`config.mk`:
```
export PLATFORM = sky130hd
export DESIGN_NAME = mux_rr_arbiter
export DESIGN_NICKNAME = d
export VERILOG_FILES = /design/src/rtl/mux_rr_arbiter.sv
export SDC_FILE = /design/constraint.sdc
export NUM_CORES = 1
export LEC_CHECK = 0
export ABC_AREA = 1
export CORE_MARGIN = 2
export CORE_UTILIZATION = 53
export DETAILED_ROUTE_END_ITERATION = 7
export DONT_BUFFER_PORTS = 1
export PLACE_DENSITY = 0.68
export SLEW_MARGIN = 15
export SYNTH_ARGS = -nofsm -noshare
export SYNTH_HDL_FRONTEND = slang
export SYNTH_SLANG_ARGS = --single-unit
```
`constraint.sdc`:
```
create_clock -name clk -period 3.08 [get_ports clk]
set_input_delay 0.616 -clock clk [delete_from_list [all_inputs] [get_ports clk]]
set_output_delay 0.616 -clock clk [all_outputs]
set_load 0.02 [all_outputs]
```
`src/rtl/mux_rr_arbiter.sv`:
```
// Round-robin arbiter that shares one 4:1 mux channel among four requesters.
// A grant is held while requested; the owner is preempted after MAX_HOLD cycles if others wait.
`timescale 1ns/1ps
module mux_rr_arbiter #(
    parameter int MAX_HOLD = 8
) (
    input  logic       clk,
    input  logic       reset,
    input  logic [3:0] i_req,
    output logic [3:0] o_grant,
    output logic [1:0] o_sel,
    output logic       o_busy
);
    localparam int CW = (MAX_HOLD < 1) ? 1 : $clog2(MAX_HOLD + 1);

    typedef enum logic {IDLE, GRANT} state_t;

    state_t        state_q, state_d;
    logic [1:0]    last_q, last_d;
    logic [CW-1:0] cnt_q, cnt_d;
    logic [3:0]    grant_q, grant_d;
    logic [1:0]    sel_q, sel_d;
    logic          busy_q, busy_d;

    logic [3:0]    others;
    logic [2:0]    pick_all;
    logic [2:0]    pick_oth;
    logic          take;
    logic [1:0]    win;

    // Returns {found, index}; the search begins just after last and ends on last itself.
    function automatic logic [2:0] rr_pick(input logic [3:0] req, input logic [1:0] last);
        logic [2:0] res;
        logic [1:0] cand;
        res = 3'b000;
        for (int i = 4; i >= 1; i--) begin
            cand = last + 2'(i);
            if (req[cand]) res = {1'b1, cand};
        end
        return res;
    endfunction

    always_comb begin
        state_d  = state_q;
        last_d   = last_q;
        cnt_d    = cnt_q;
        grant_d  = grant_q;
        sel_d    = sel_q;
        busy_d   = busy_q;
        take     = 1'b0;
        win      = 2'd0;
        others   = i_req & ~(4'b0001 << sel_q);
        pick_all = rr_pick(i_req, last_q);
        pick_oth = rr_pick(others, last_q);

        case (state_q)
            IDLE: begin
                if (pick_all[2]) begin
                    take = 1'b1;
                    win  = pick_all[1:0];
                end
            end
            GRANT: begin
                if (!i_req[sel_q]) begin
                    if (pick_all[2]) begin
                        take = 1'b1;
                        win  = pick_all[1:0];
                    end else begin
                        state_d = IDLE;
                        grant_d = 4'b0000;
                        busy_d  = 1'b0;
                        cnt_d   = '0;
                    end
                end else if (MAX_HOLD != 0 && cnt_q == CW'(MAX_HOLD) && pick_oth[2]) begin
                    take = 1'b1;
                    win  = pick_oth[1:0];
                end else if (MAX_HOLD != 0 && cnt_q != CW'(MAX_HOLD)) begin
                    cnt_d = cnt_q + 1'b1;
                end
            end
            default: state_d = IDLE;
        endcase

        if (take) begin
            state_d = GRANT;
            grant_d = 4'b0001 << win;
            sel_d   = win;
            busy_d  = 1'b1;
            last_d  = win;
            cnt_d   = CW'(1);
        end
    end

    always_ff @(posedge clk or posedge reset) begin
        if (reset) begin
            state_q <= IDLE;
            last_q  <= 2'd3;
            cnt_q   <= '0;
            grant_q <= 4'b0000;
            sel_q   <= 2'd0;
            busy_q  <= 1'b0;
        end else begin
            state_q <= state_d;
            last_q  <= last_d;
            cnt_q   <= cnt_d;
            grant_q <= grant_d;
            sel_q   <= sel_d;
            busy_q  <= busy_d;
        end
    end

    assign o_grant = grant_q;
    assign o_sel   = sel_q;
    assign o_busy  = busy_q;
endmodule

```
==> results of run 1 <==
==> cell type report <==
class,instances,area (µm²)
fillers,204,839.6
multi-input cells,136,661.9
flip-flops and latches,14,352.8
inverters,23,91.34
well taps,27,33.78
clock buffers,3,22.52
==> power breakdown <==
| part | switching, mW | internal (mW) | leakage [nW] |
|---|---|---|---|
| sequential | 0.162 | 0.281 | 0.167 |
| combinational | 0.585 | 0.294 | 0.460 |
| clock | 0.0569 | 0.0455 | 0.0138 |
| total | 0.805 | 0.620 | 0.641 |
==> synth_stat cells <==
| master | instances | area (µm²) |
|---|---|---|
| o21ai_0 | 6 | 30.03 |
| ha_1 | 2 | 25.02 |
| a21oi_2 | 1 | 8.760 |
| nor2_1 | 12 | 45.04 |
| o21ai_4 | 1 | 16.27 |
| o21ai_1 | 5 | 25.02 |
| or2_1 | 1 | 6.260 |
| dfstp_2 | 2 | 52.55 |
| dfrtp_1 | 12 | 300.3 |
| a21oi_1 | 3 | 15.01 |
| buf_6 | 1 | 11.26 |
| clkinv_4 | 1 | 8.760 |
| nand4_1 | 2 | 12.51 |
| inv_2 | 4 | 15.01 |
| buf_12 | 1 | 20.02 |
| nand2_2 | 8 | 50.05 |
| xor2_1 | 2 | 17.52 |
| nor2_2 | 1 | 6.260 |
| inv_1 | 18 | 67.56 |
| o21ai_2 | 2 | 17.52 |
| and2_4 | 2 | 17.52 |
| nor2_4 | 1 | 11.26 |
| nand3_1 | 19 | 95.09 |
| nand2_4 | 1 | 11.26 |
| nand2_1 | 67 | 251.5 |
==> worst max-delay path, stage by stage, from the launching register on <==
cell      delay (ps)
dfstp_2          770
clkinv_4         150
nand3_1          140
nand2_1           90
nand2_1          120
nand3_1           80
a21oi_1          130
nor2_1            80
nor2_2           220
nand4_1          170
nand2_1          100
==> worst min-delay path by stage <==
stage	from	end	slack (ps)	cells after the start
3_5_place_dp	cnt_q[3]	cnt_q[3]	540	2
3_3_place_gp	cnt_q[0]	cnt_q[0]	530	2
6_report	reset	o_busy	250	1
4_1_cts	reset	o_grant[1]	270	1
2_1_floorplan	reset	cnt_q[0]	500	1
5_1_grt	reset	o_busy	300	1
==> logic make-up after synthesis <==
family                   after synthesis  share of synthesized area, %
AO/OA/AOI/OAI                         18                         9.901
XOR/XNOR                               2                         1.540
adder cells (fa/ha/maj)                2                         2.200
buffers and inverters                 25                         10.78
flip-flops                            14                         31.02
AND/OR/NAND/NOR                      114                         44.55
==> state kept, by name, summed over array words and instances (netlist names) <==
signal,cells
cnt_q,4
last_q,2
o_busy,1
o_grant,4
o_sel,2
state_q,1
==> per-layer routing <==
layer  up-vias  track usage (%)
met1       488            28.90
met3         5            3.571
met4         0            9.009
met2        28            41.01
met5         -                0
li1        550                -
==> placed cells by master (no fill, tap or decap), drive strengths merged <==
cell / count
a21oi: 4
and2: 2
clkbuf: 3
clkinv: 1
dfrtp: 12
dfstp: 2
ha: 2
inv: 22
nand2: 76
nand3: 19
nand4: 2
nor2: 14
o21ai: 14
or2: 1
xor2: 2
==> stage by stage <==
stage / util, % / cell area, µm²
global placement: 56.94 / 1140
finish: 58.06 / 1162
floorplan: - / 1137
global route: 58.06 / 1162
detailed placement: 56.94 / 1140
CTS: 58.06 / 1162
==> flow_metrics.py, run 1 <==
metrics = {
    "timing": {
        "hold_ws_ps": 253.3,
        "grt_setup_unrepaired": "no",
        "setup_viol": 0,
        "tightest_slew_ps": 534.3,
        "slew_headroom_pct": 64.34,
        "fmax_mhz": 474.4,
        "final.period_utilization_pct": 68.44,
        "period_needed_ps": 2108,
        "worst_slack_ps": 972.1,
        "drv_slew": 0,
        "final.setup.tns_ps": 0,
        "hold_viol_final": 0,
        "skew_ps": 2.466,
    },
    "synthesis": {
        "ys_seq_area_share_pct": 31.02,
        "syn_inst": 175,
        "yosysWarningCount": 0,
        "syn_area_per_cell_um2": 6.499,
        "ys_seq_elements": 14,
        "synth_area_um2": 1137,
        "yosysUniqueCellTypes": 25,
        "synth_nets": 183,
    },
    "place": {
        "dp.cells": 200,
        "port_buffers": 0,
        "pre_cts_slack_ps": 1029,
        "dp_hpwl_um": 2088,
        "place.gp.congestion": 0.9536,
    },
    "clock_network": {
        "cts.sinks": 14,
        "cts_setup_buffers": 0,
        "clkTransAtPathRegs_ps": 80,
        "post_cts_resized": 0,
        "cts_tree": "yes",
        "ctsLongestPathBuffers": 2,
        "cts_htree_levels": 1,
        "cts_hold_buf": 0,
        "insertion_delay_ps": 280,
        "cts_inserted_buffers": 3,
        "cts_root_buffer": "clkbuf_4",
    },
    "global_route": {
        "grt_pass1_wl_um": 4533,
        "grt_pass1_vias": 1088,
        "grt_usage_pct": 23.45,
        "globalRouteOverflowTotal": 0,
        "antenna_found_initial": 0,
        "grt_max_degree": 17,
    },
    "floorplan": {
        "ios": 13,
        "die_h_um": 50.33,
        "core_area_um2": 2002,
        "die_area_um2": 2533,
        "rows": 16,
        "start_util_pct": 56.81,
        "die_w_um": 50.33,
    },
    "route": {
        "wl_met3_um": 107,
        "via_count": 1071,
        "drc": 0,
        "drtIter0Drc": 45,
        "finalWirelength_um": 2593,
        "antenna_left": 0,
        "m1WireLength_um": 1113,
        "viasPerCell": 5.276,
        "routedWlPerCell_um": 12.77,
        "dr_wl_met2_um": 1337,
        "highest_layer": "met4",
        "dr.pass1.iters": 4,
    },
    "setup_path": {
        "crit_type": "register to register",
        "r2r_slack_ps": 970,
        "start_kind": "register",
        "crit_required_ps": 3300,
        "crit_path_end": "o_grant[0]",
        "cp_max_fo": 16,
        "reg2reg_to": "o_grant[0]",
        "timing.critical_path.from": "last_q[0]",
        "cp-end-kind": "register",
        "ff2ff_path_depth": 10,
        "r2r_start": "last_q[0]",
        "crit_arrival_ps": 2330,
    },
    "min_path": {
        "min_path_type": "input pin to asynchronous set/reset pin",
    },
    "cells_and_area": {
        "n_antenna_cell": 0,
        "fin_cells": 203,
        "layout-drive-gt1-share_pct": 15.34,
        "final_nets": 186,
        "area_growth_pct": 2.200,
    },
    "power": {
        "p_per_area_nw_per_um2": 1226,
        "ir_worst_vdd_uv": 613.4,
        "total_power_mw": 1.425,
        "power_leakage_nw": 0.6411,
    },
    "run": {
        "maxCapViolations": 0,
    },
    "outcome": {
        "run_status": "complete, no violations",
    },
}
Power figures use the tool's default switching activity.
==> run 2: changes to the inputs <==
--- a/config.mk
+++ b/config.mk
@@ -10,7 +10,7 @@
 export CORE_UTILIZATION = 53
 export DETAILED_ROUTE_END_ITERATION = 7
 export DONT_BUFFER_PORTS = 1
-export PLACE_DENSITY = 0.68
+export PLACE_DENSITY = 0.71
 export SLEW_MARGIN = 15
 export SYNTH_ARGS = -nofsm -noshare
 export SYNTH_HDL_FRONTEND = slang
==> constraint.sdc (replaced) <==
create_clock -name clk -period 1.9 [get_ports clk]
set_input_delay 0.38 -clock clk [delete_from_list [all_inputs] [get_ports clk]]
set_output_delay 0.38 -clock clk [all_outputs]
set_load 0.02 [all_outputs]
==> run 2 against run 1 <==
Effect of this change:
- the run now ends with setup timing left
- wire length increased by 18%
- maximum frequency increased by 7.5%
- worst hold slack got worse by 240 ps
- critical path type unchanged
==> flow_metrics.py, run 2 (synthesis results as in run 1) <==
metrics = {
    "power": {
        "power_leakage_nw": 0.7298,
        "ir_worst_vdd_uv": 1270,
        "total_power_mw": 2.912,
        "p_per_area_nw_per_um2": 2070,
    },
    "timing": {
        "final.setup.tns_ps": -138.7,
        "final.period_utilization_pct": 103.2,
        "skew_ps": 4.447,
        "period_needed_ps": 1960,
        "worst_slack_ps": -60.45,
        "drv_slew": 0,
        "hold_ws_ps": 11.88,
        "fmax_mhz": 510.1,
        "hold_viol_final": 0,
        "grt_setup_unrepaired": "yes",
        "setup_viol": 3,
        "tightest_slew_ps": 520.4,
        "slew_headroom_pct": 65.27,
    },
    "global_route": {
        "grt_pass1_vias": 1140,
        "grt_usage_pct": 23.61,
        "antenna_found_initial": 0,
        "grt_pass1_wl_um": 4540,
        "grt_max_degree": 15,
        "globalRouteOverflowTotal": 0,
    },
    "route": {
        "routedWlPerCell_um": 14.33,
        "dr.pass1.iters": 4,
        "viasPerCell": 5.446,
        "drtIter0Drc": 21,
        "antenna_left": 0,
        "via_count": 1160,
        "drc": 0,
        "finalWirelength_um": 3053,
    },
    "clock_network": {
        "cts_root_buffer": "clkbuf_4",
        "clkTransAtPathRegs_ps": 80,
        "cts_tree": "yes",
        "insertion_delay_ps": 280,
        "cts_inserted_buffers": 3,
        "cts_htree_levels": 1,
        "ctsLongestPathBuffers": 2,
        "cts.sinks": 14,
    },
    "cells_and_area": {
        "n_fill_cell": 176,
        "final_common_cell": "nand2_1",
        "n_antenna_cell": 0,
        "final_nets": 196,
        "final_core_util_pct": 70.25,
        "layout_common_cells": "nand2_1 (49), nand2_2 (22), inv_1 (17), nand3_1 (14), dfrtp_1 (12)",
        "area_growth_pct": 23.65,
        "seqCellArea_um2": 352.8,
        "layout-drive-gt1-share_pct": 37.10,
        "multi_input_area_um2": 798.3,
    },
    "floorplan": {
        "ios": 13,
        "core_area_um2": 2002,
        "rows": 16,
        "die_h_um": 50.33,
        "die_area_um2": 2533,
        "die_w_um": 50.33,
        "start_util_pct": 56.81,
    },
    "run": {
        "maxCapViolations": 0,
    },
    "outcome": {
        "run_status": "finished, violations left",
        "violations": "setup timing",
    },
    "setup_path": {
        "cp-end-kind": "register",
        "path_delay_family": "simple AND/OR/NAND/NOR gates",
        "slowest_stage": "dfstp_2",
        "crit_buf_inv": 2,
        "cp_max_fo": 8,
        "crit_required_ps": 2080,
        "crit_chain": "clkinv_4 -> nand3_2 -> nand2_2 -> nand2_2 -> nand3_1 -> a21oi_2 -> nor2_2 -> nor2_2 -> buf_4 -> o21ai_1",
        "crit_arrival_ps": 2140,
        "cpPeakStageDelay_ps": 640,
        "start_kind": "register",
        "crit_type": "register to register",
    },
    "place": {
        "place.gp.congestion": 0.8583,
        "dp_hpwl_um": 2076,
        "port_buffers": 0,
        "pre_cts_slack_ps": -4.098,
    },
    "min_path": {
        "min_path_type": "input pin to asynchronous set/reset pin",
    },
}
run 2: worst paths after layout:
path / cells past startpoint / end / slack, ps / start
min in group clk: 4 / state_q / 450 / i_req[2]
max reg2reg: 10 / o_grant[2] / -60 / last_q[0]
min: 1 / o_grant[2] / 10 / reset
max in group asynchronous: 1 / last_q[0] / 1520 / reset
min reg2reg: 2 / cnt_q[3] / 560 / cnt_q[3]
max: 10 / o_grant[2] / -60 / last_q[0]
run 2: what timing repair did:
item	4_1_cts	5_1_grt
pin swaps	0	23
gates cloned	0	1
setup endpoints to repair	3	13
hold buffers	0	0
buffers inserted	1	3
resized for setup	1	41
run 2: per-layer routing:
metal	up-vias	GRT usage, %	share of wire [%]
met1	542	26.52	39
met4	0	15.32	3.6
met5	-	0	0
li1	568	-	-
met3	11	3.869	4.6
met2	39	41.01	53
run 2: where the power goes:
part	switching, mW	leakage (nW)	internal, mW
clock	0.0910	0.0138	0.0736
combinational	1.31	0.549	0.767
sequential	0.213	0.167	0.456
total	1.62	0.730	1.30
run 2: worst register-to-register path: cells and delay by family (launching register included):
kind / cells / cell delay, ps
and+or+nand+nor: 6 / 720
DFF: 1 / 640
buffers and inverters: 2 / 290
AOI/OAI and AO/OA: 2 / 210
run 2: through the flow:
| stage | cells | area, µm² |
|---|---|---|
| final | 213 | 1406 |
| after global routing | 213 | 1406 |
| after CTS | 209 | 1222 |
| after detailed placement | 205 | 1190 |
| after global placement | 205 | 1190 |
| after floorplan | 175 | 1137 |
run 2: cell type report:
type	count	share of cell area [%]
inverters	23	6.673
flip-flops and latches	14	25.09
clock buffers	3	1.601
multi-input cells	136	56.76
repair buffers	10	7.473
well taps	27	2.402
==> run 3: changes to the inputs <==
--- a/config.mk
+++ b/config.mk
@@ -8,6 +8,7 @@
 export ABC_AREA = 1
 export CORE_MARGIN = 2
 export CORE_UTILIZATION = 53
+export CTS_CLUSTER_DIAMETER = 80
 export DETAILED_ROUTE_END_ITERATION = 7
 export DONT_BUFFER_PORTS = 1
 export PLACE_DENSITY = 0.71
==> results of run 3 <==
Final layout, timing and power as in run 2 (identical DEF).
